`src/rtl/byte_queue_multipop.sv`:
```
// In-order queue of W-bit entries: single push, NPOP-wide head window, multi-entry retire, in-place patch.
// Latency: pushed or patched entries appear on top_data one cycle after the edge; all outputs come from registers.
// Backpressure: push_ready drops when full, even if a pop lands in the same cycle; the producer retries.
module byte_queue_multipop #(
    parameter int W     = 8,
    parameter int DEPTH = 5,
    parameter int NPOP  = 2,
    localparam int CW   = $clog2(DEPTH + 1),
    localparam int PW   = $clog2(NPOP + 1),
    localparam int IW   = $clog2(DEPTH)
) (
    input  logic              clk,
    input  logic              rst,
    input  logic              push_valid,
    input  logic [W-1:0]      push_data,
    output logic              push_ready,
    input  logic [PW-1:0]     pop_cnt,
    output logic [NPOP*W-1:0] top_data,
    output logic [NPOP-1:0]   top_valid,
    input  logic              patch_en,
    input  logic [IW-1:0]     patch_idx,
    input  logic [W-1:0]      patch_data,
    output logic [CW-1:0]     count,
    output logic              empty,
    output logic              full,
    output logic              err_under,
    output logic              err_patch
);

    logic [W-1:0]  mem_q [DEPTH];
    logic [W-1:0]  mem_d [DEPTH];
    logic [W-1:0]  patched [DEPTH];
    logic [CW-1:0] count_q, count_d;
    logic          err_under_q, err_under_d;
    logic          err_patch_q, err_patch_d;

    logic          push_fire;
    logic          patch_ok;
    int            cnt_i;
    int            pop_i;
    int            idx_i;
    int            pop_eff;
    int            r_i;

    assign push_ready = (count_q < CW'(DEPTH));
    assign full       = (count_q == CW'(DEPTH));
    assign empty      = (count_q == '0);
    assign count      = count_q;
    assign err_under  = err_under_q;
    assign err_patch  = err_patch_q;

    // Entry 0 is always the head; every event indexes the pre-edge contents.
    always_comb begin
        cnt_i       = int'(count_q);
        pop_i       = int'(pop_cnt);
        idx_i       = int'(patch_idx);
        patch_ok    = patch_en && (idx_i < cnt_i);
        pop_eff     = (pop_i > NPOP) ? NPOP : pop_i;
        r_i         = (pop_eff > cnt_i) ? cnt_i : pop_eff;
        push_fire   = push_valid && push_ready;
        err_under_d = (pop_i > cnt_i) || (pop_i > NPOP);
        err_patch_d = patch_en && !patch_ok;

        for (int i = 0; i < DEPTH; i++) begin
            patched[i] = (patch_ok && (idx_i == i)) ? patch_data : mem_q[i];
        end

        for (int i = 0; i < DEPTH; i++) begin
            mem_d[i] = '0;
        end
        for (int s = 0; s <= NPOP; s++) begin
            if (r_i == s) begin
                for (int i = 0; i < DEPTH - s; i++) begin
                    mem_d[i] = patched[i + s];
                end
            end
        end

        for (int i = 0; i < DEPTH; i++) begin
            if (push_fire && (i == cnt_i - r_i)) begin
                mem_d[i] = push_data;
            end
        end

        count_d = CW'(cnt_i - r_i + (push_fire ? 1 : 0));
    end

    always_ff @(posedge clk) begin
        if (rst) begin
            for (int i = 0; i < DEPTH; i++) begin
                mem_q[i] <= '0;
            end
            count_q     <= '0;
            err_under_q <= 1'b0;
            err_patch_q <= 1'b0;
        end else begin
            for (int i = 0; i < DEPTH; i++) begin
                mem_q[i] <= mem_d[i];
            end
            count_q     <= count_d;
            err_under_q <= err_under_d;
            err_patch_q <= err_patch_d;
        end
    end

    // Slots past the occupancy are masked so stale storage never leaks out.
    always_comb begin
        top_data  = '0;
        top_valid = '0;
        for (int k = 0; k < NPOP; k++) begin
            if (k < int'(count_q)) begin
                top_data[(NPOP-k)*W-1 -: W] = mem_q[k];
                top_valid[k]                = 1'b1;
            end
        end
    end

endmodule
```
`config.mk`:
```
export PLATFORM = sky130hd
export DESIGN_NAME = byte_queue_multipop
export DESIGN_NICKNAME = d
export VERILOG_FILES = /design/src/rtl/byte_queue_multipop.sv
export SDC_FILE = /design/constraint.sdc
export NUM_CORES = 1
export LEC_CHECK = 0
export ABC_AREA = 1
export ABC_CLOCK_PERIOD_IN_PS = 2500
export BUFFER_PORTS_ARGS = -buffer_cell sky130_fd_sc_hd__buf_2
export CAP_MARGIN = 25
export CORE_MARGIN = 1.5
export CORE_UTILIZATION = 52
export DETAILED_ROUTE_END_ITERATION = 8
export GPL_TIMING_DRIVEN = 0
export PLACE_DENSITY = 0.77
export SETUP_SLACK_MARGIN = 0.15
export SLEW_MARGIN = 15
export SYNTH_ARGS = -nofsm -noshare
export SYNTH_HDL_FRONTEND = slang
export SYNTH_SLANG_ARGS = --single-unit
```
`constraint.sdc`:
```
create_clock -name clk -period 2.5 [get_ports clk]
set_input_delay 0.125 -clock clk [delete_from_list [all_inputs] [get_ports clk]]
set_output_delay 0.125 -clock clk [all_outputs]
set_load 0.005 [all_outputs]
```
==> out/metrics.cfg, run 1 <==
[outcome]
status = finished, final reports clean

[power]
irDropWorstVdd_v = 0.0007387
seqPwrFrac = 0.205
power_frac_comb = 0.707
finalPower_mw = 5.242
p_switching_mw = 2.688
p_sw_frac = 0.5128
cellLeakagePower_nw = 2.223
p_per_area_nw_per_um2 = 1182
power.share.clock = 0.088
p_int_mw = 2.554

[timing]
setup_viol = 0
min_period_ns = 2.465
hold-worst-slack_ns = 0.06931
max_freq_mhz = 405.7
hold_viol_final = 0
finalClockSkew_ns = 0.006793
fin_crit_sh = 0.9860
rsz0062_at_grt = true
slew_viol_final = 0
relSlewSlack = 0.3829
worstMarginPinSlew_ns = 0.9185

[final_layout]
antennaDiodeCount = 0
fin_nets = 684
drive_gt1_frac = 0.2965
final_cell_count_no_fill = 728
area_delta_synth_final_pct = 32.34

[global_route]
globalRouteMet2Util = 0.4738
use_met3 = 0.04672
grt_pass1_vias = 3558
antenna_found_initial = 0
grt_pass1_wl_um = 17010
grt-ovfl-total = 0
busiest_layer = met2
use_met1 = 0.4223
track_usage = 0.3036
grt_max_degree = 14

[worst_setup_path]
crit_type = reg -> reg
start_kind = register
cp.arrival_ns = 2.67
cp-end-kind = register
r2r-start = count[1]
path_max_fanout = 5
worstPathRequired_ns = 2.71
startpoint = count[1]

[clocking]
cts_root_buffer = clkbuf_8
cts_tree = done
cts_buffers = 5
h-tree-depth = 2
cts.clk_slew.worst_paths_ns = 0.09
cts_sinks = 45
clk_path_buf_depth = 2
clock_latency_ns = 0.31

[placement]
io_buffers = 49
place_hpwl_um = 7686
gp_congestion = 0.9408
dp.cells = 695

[worst_hold_path]
min_from = pop_cnt[0]
hold_class = in -> reg

[die]
die-width_um = 83.27
fp.dieArea_sq_um = 6934
initial_core_util = 0.5338
core_sq_um = 6277
dieHeight_um = 83.27
pin_count = 51
std_cell_rows = 29

[synthesis]
avgSynthCellArea_sq_um = 5.889
synth_nets = 603
synthFlopType = dfxtp_1
synth_commonest_cells = 189 x nand2_1, 85 x nor2_1, 58 x inv_1
synthArstFlopShare = 0
seq_area_frac_synth = 0.2689
yosys.cell_types.count = 32
syn_area_sq_um = 3351
synth_warnings = 0
synth_edf_count = 0
synthTopCellsByArea = dfxtp_1 27%, nand2_1 21%, nor2_1 9.5%, nand3_1 7.0%, inv_1 6.5%
ys_seq_elements = 45
yosysMostFrequentCell = nand2_1
yosysTopAreaCell = dfxtp_1
synth.top_cell.area_share = 0.2689
synthCells = 569

[detailed_routing]
ant_nets = 0
drcViolationCount = 0
drt_iter0_drc = 463
wl_per_cell_um = 14.75
vias_per_cell = 5.434
vias = 3956
drtPass1Iterations = 5
drt_wl_total_um = 10740

[run]
cap_violations = 0

routing by layer:
| layer | part of all wire | vias up |
|---|---|---|
| met5 | 0 | - |
| met4 | 0.016 | 0 |
| met3 | 0.077 | 18 |
| met2 | 0.45 | 204 |
| met1 | 0.46 | 1765 |
| li1 | - | 1969 |
path summary, 6_finish.rpt:
| path | endpoint | slack (ns) | cells after the start |
|---|---|---|---|
| min | err_under | 0.07 | 3 |
| max reg2reg | mem_q[0][16] | 0.04 | 18 |
| min reg2reg | mem_q[0][1] | 0.47 | 2 |
| max | mem_q[0][16] | 0.04 | 18 |
registers in the layout (all words and copies together) (netlist names):
signal / flops
count: 3
err_patch: 1
err_under: 1
mem_q: 40
layout by cell type (no fill, tap or decap), types with 5 or more instances in the layout:
cell type  netlist  routed
nand2_1        189     170
nor2_1          85      80
inv_1           58      55
buf_2           12      53
nand3_1         47      43
dfxtp_1         45      42
buf_4            4      24
o21ai_0         28      19
nand2_2          9      17
nand2_4          3      13
a21oi_1         14      12
buf_6            2      11
o21ai_2          1      10
o21ai_4          0       8
o21ai_1         15       7
nand3_2          4       6
clkbuf_1         5       6
inv_4            0       5
nand4_1          5       5
a22oi_2          0       5
ha_1             9       5
clkbuf_8         0       5
power groups by stage:
| stage | clock, mW | sequential (mW) | combinational [mW] |
|---|---|---|---|
| after floorplan | 0 | 1.07 | 2.21 |
| after global placement | 0 | 1.08 | 2.87 |
| after detailed placement | 0 | 1.09 | 2.93 |
| after CTS | 0.465 | 1.07 | 3.32 |
| after global routing | 0.493 | 1.10 | 4.06 |
| final | 0.461 | 1.08 | 3.71 |
stage by stage:
stage	worst slack [ns]	TNS, ns	area (sq um)	utilization
finish	0.03512	0	4434	0.7064
global route	-0.06486	-0.4708	4434	0.7064
CTS	0.1003	0	4182	0.6661
detailed placement	-0.3690	-7.650	3761	0.5992
global placement	-0.2869	-5.152	3761	0.5992
floorplan	0.04081	0	3420	-
worst max-delay path, cell delays in order (launching register included):
cell     delay (ns)
dfxtp_4        0.36
inv_4          0.04
ha_4           0.29
nand3_4        0.11
nand2_4        0.13
nand2_4        0.06
nand2_4        0.08
ha_4           0.14
inv_4          0.03
ha_4           0.15
inv_4          0.07
nand3_4        0.09
nand2_4        0.11
nand2_4        0.07
nor3_4         0.27
buf_6          0.19
nand2_2        0.05
nand2_2        0.06
nor2_1         0.05
repair_timing:
| item | in CTS | in global routing |
|---|---|---|
| endpoints found under the setup margin | 40 | 40 |
| pin swaps | 18 | 6 |
| hold buffers | 0 | 0 |
| buffers inserted | 17 | 5 |
| gates resized for setup | 56 | 60 |
| cloned | 3 | 0 |
| hold endpoints to repair | 0 | 0 |
final cells by class:
type,instances,area [sq um]
Fill cell,543,1843
Clock buffer,7,76.32
Clock inverter,1,6.256
Tap cell,77,96.34
Timing Repair Buffer,74,447.9
Buffer,23,191.4
Inverter,65,261.5
Sequential cell,45,907.1
Multi-Input combinational cell,436,2447
kinds of logic after synthesis:
group,share of synthesized area
simple gates,0.4604
fa+ha+maj,0.03361
flops,0.2689
compound gates,0.1202
xor+xnor,0.002614
buf+inv,0.1143
No activity file was read; power rests on OpenSTA's default activity.
==> run 2: changes to the inputs <==
--- a/config.mk
+++ b/config.mk
@@ -5,15 +5,14 @@
 export SDC_FILE = /design/constraint.sdc
 export NUM_CORES = 1
 export LEC_CHECK = 0
-export ABC_AREA = 1
 export ABC_CLOCK_PERIOD_IN_PS = 2500
 export BUFFER_PORTS_ARGS = -buffer_cell sky130_fd_sc_hd__buf_2
 export CAP_MARGIN = 25
 export CORE_MARGIN = 1.5
-export CORE_UTILIZATION = 52
+export CORE_UTILIZATION = 51
 export DETAILED_ROUTE_END_ITERATION = 8
 export GPL_TIMING_DRIVEN = 0
-export PLACE_DENSITY = 0.77
+export PLACE_DENSITY = 0.76
 export SETUP_SLACK_MARGIN = 0.15
 export SLEW_MARGIN = 15
 export SYNTH_ARGS = -nofsm -noshare
==> out/metrics.cfg, run 2 <==
[timing]
setup_viol = 41  ; +41
finalClockSkew_ns = 0.01479  ; +0.007994 ns
fin_ws_ns = -0.8801  ; -0.9152 ns
worstMarginPinSlew_ns = 0.7170  ; -0.2015 ns
fin_setup_tns_ns = -28.86  ; -28.86 ns
rsz0062_at_grt = true
fin_crit_sh = 1.352  ; +0.3661
hold_viol_final = 0  ; unchanged
relSlewSlack = 0.5125  ; +0.1296
slew_viol_final = 0  ; unchanged
max_freq_mhz = 295.9  ; -27%
min_period_ns = 3.380  ; +0.9152 ns

[worst_setup_path]
start_kind = register
worstPathRequired_ns = 2.67  ; -0.04 ns
cp_common_cell = o21ai_4
crit_type = reg -> reg
cp-end-kind = register
path_max_fanout = 9  ; +4
max_stage_delay_ns = 0.50  ; +0.14 ns
cp_top_family = compound AO/OA/AOI/OAI gates
cp.arrival_ns = 3.55  ; +0.88 ns
critPathBufInv = 3  ; -1
path_cells = ha_1 > a21oi_4 > o21ai_4 > mux2i_2 > ha_2 > inv_2 > ha_4 > nor2b_4 > o21a_1 > o221ai_4 > or4b_4 > buf_6 > buf_16 > o21ai_4 > a311oi_2
cp_slowest_cell = or4b_4

[clocking]
clock_latency_ns = 0.32  ; about the same
cts.clk_slew.worst_paths_ns = 0.10  ; about the same
cts_buffers = 5  ; unchanged
cts_sinks = 45  ; unchanged
h-tree-depth = 2  ; unchanged
cts_tree = done
cts_root_buffer = clkbuf_8
clk_path_buf_depth = 2  ; unchanged

[power]
irDropWorstVdd_v = 0.0008763  ; +19%
power.share.clock = 0.116  ; +0.028
seqPwrFrac = 0.212  ; +0.007
power_frac_comb = 0.671  ; -0.036
p_per_area_nw_per_um2 = 1205  ; +1.9%
p_sw_frac = 0.4453  ; -0.06754
p_int_mw = 2.786  ; +9.1%
p_switching_mw = 2.237  ; -17%
cellLeakagePower_nw = 1.606  ; -28%

[die]
fp.dieArea_sq_um = 6505  ; -6.2%
die-width_um = 80.66  ; -3.1%
pin_count = 51  ; unchanged
dieHeight_um = 80.66  ; -3.1%
std_cell_rows = 28  ; -3.4%
core_sq_um = 5886  ; -6.2%
initial_core_util = 0.5225  ; -0.01125

[synthesis]
seq_area_frac_synth = 0.2929  ; +0.02406
yosysTopAreaCell = dfxtp_1
yosys.cell_types.count = 58  ; +81%
yosysMostFrequentCell = dfxtp_1
synthTopCellsByArea = dfxtp_1 29%, mux2i_1 11%, o221ai_1 4.8%, nor2b_1 4.3%, ha_1 3.7%
synthFlopType = dfxtp_1
synthArstFlopShare = 0  ; unchanged
synth_commonest_cells = 45 x dfxtp_1, 34 x mux2i_1, 21 x a21oi_1, 21 x nor2b_1
ys_seq_elements = 45  ; unchanged
synth_warnings = 0  ; unchanged
synth_edf_count = 0  ; unchanged
synth.top_cell.area_share = 0.2929  ; +0.02406
synthCells = 343  ; -40%
synth_nets = 377  ; -37%
avgSynthCellArea_sq_um = 8.966  ; +52%
syn_area_sq_um = 3075  ; -8.2%

[detailed_routing]
drt_iter0_drc = 275  ; -41%
drcViolationCount = 0  ; unchanged
ant_nets = 0  ; unchanged
vias = 3227  ; -18%
wl_per_cell_um = 19.99  ; +36%
drt_wl_total_um = 10140  ; -5.6%
drtPass1Iterations = 5  ; unchanged
vias_per_cell = 6.365  ; +17%

[final_layout]
final_cell_count_no_fill = 507  ; -30%
top_register = mem_q
final_cell_mix = 51 x buf_2, 43 x dfxtp_1, 33 x mux2i_1
antennaDiodeCount = 0  ; unchanged
register_area_sq_um = 903.4  ; -0.41%
fin_nets = 465  ; -32%
area_delta_synth_final_pct = 35.56
fillers = 452  ; -17%
drive_gt1_frac = 0.3866  ; +0.09011
layout_commonest_cell = buf_2
multi_input_area_sq_um = 2298  ; -6.1%
largest_register_ffs = 40  ; unchanged

[global_route]
grt_max_degree = 16  ; +2
grt_pass1_wl_um = 15310  ; -10%
grt-ovfl-total = 0  ; unchanged
antenna_found_initial = 0  ; unchanged
grt_pass1_vias = 3054  ; -14%
track_usage = 0.3080  ; +0.004383

[worst_hold_path]
hold_class = in -> reg

[placement]
dp.cells = 467  ; -33%
place_hpwl_um = 6635  ; -14%
io_buffers = 49  ; unchanged
gp_congestion = 0.8526  ; -9.4%

[run]
cap_violations = 0  ; unchanged

[outcome]
violations = setup timing
status = complete, but fails checks

[run 2: changes by cell type after synthesis, sizes merged, moves of 18 or more]
cell | previous run | this run
inv | 64 | 12
mux2i | 0 | 35
nand2 | 201 | 12
nand3 | 53 | 8
nor2 | 88 | 19
nor2b | 0 | 22
o21ai | 44 | 17
o221ai | 0 | 18
[run 2: logic make-up (layout without fill, tap and decap cells)]
family	after synthesis	after routing	share of synthesized area
and+or+nand+nor	90	90	0.1680
buffers and inverters	34	123	0.05085
muxes	42	42	0.1408
xor gates and xnor gates	2	2	0.005697
adders and majority gates	9	9	0.03662
DFF	45	45	0.2929
AOI/OAI and AO/OA	121	121	0.3051
[run 2: final cells by class]
type | count | share of cell area
timing repair buffer | 81 | 0.1321
tap | 75 | 0.02251
multi-input combinational | 264 | 0.5513
buffer | 21 | 0.03751
inverter | 13 | 0.01230
sequential | 45 | 0.2167
clock inverter | 3 | 0.01110
clock buffer | 5 | 0.01651
[run 2: what timing repair did]
item / 4_1_cts / 5_1_grt
hold buffers: 0 / 0
pin swaps: 18 / 10
gates resized for setup: 32 / 25
endpoints found under the setup margin: 53 / 52
buffers inserted: 23 / 6
cloned: 3 / 0
[run 2: final timing paths]
check	from	to	slack, ns	cells after the start
worst min register to register	mem_q[0][6]	mem_q[0][6]	0.54	2
worst min-delay path	pop_cnt[0]	err_under	0.08	3
worst max register to register	count[0]	mem_q[0][15]	-0.88	15
worst max-delay path	count[0]	mem_q[0][15]	-0.88	15
[run 2: power groups by stage]
stage / combinational [mW] / clock, mW / sequential, mW
5_1_grt: 3.62 / 0.604 / 1.08
6_report: 3.37 / 0.585 / 1.07
4_1_cts: 2.96 / 0.577 / 1.04
3_5_place_dp: 2.48 / 0 / 1.06
2_1_floorplan: 1.86 / 0 / 1.02
3_3_place_gp: 2.41 / 0 / 1.05
[run 2: stage by stage]
| stage | total power [mW] | worst slack, ns | utilization | hold slack (ns) | instance area (sq um) |
|---|---|---|---|---|---|
| after floorplan | 2.881 | -0.6840 | - | 0.2610 | 3213 |
| after global placement | 3.458 | -1.078 | 0.6035 | 0.4019 | 3552 |
| after detailed placement | 3.536 | -1.165 | 0.6035 | 0.4036 | 3552 |
| after CTS | 4.578 | -0.7690 | 0.6781 | 0.08184 | 3991 |
| after global routing | 5.312 | -0.9724 | 0.7083 | 0.09417 | 4169 |
| final | 5.023 | -0.8801 | 0.7083 | 0.07977 | 4169 |
[run 2: worst reg2reg max path, cell delays in order (launching register included)]
cell and delay (ns):
dfxtp_2 0.46, ha_1 0.30, a21oi_4 0.23, o21ai_4 0.10, mux2i_2 0.17, ha_2 0.21, inv_2 0.08, ha_4 0.17
nor2b_4 0.15, o21a_1 0.20, o221ai_4 0.13, or4b_4 0.50, buf_6 0.16, buf_16 0.14, o21ai_4 0.16, a311oi_2 0.08
[run 2: per-layer routing]
metal / GRT usage / wire length [um] / vias up
met2: 0.5109 / 4708 / 193
met5: 0 / 0 / -
met1: 0.3999 / 4363 / 1509
met3: 0.05114 / 902 / 22
li1: - / - / 1503
met4: 0.1086 / 161 / 0
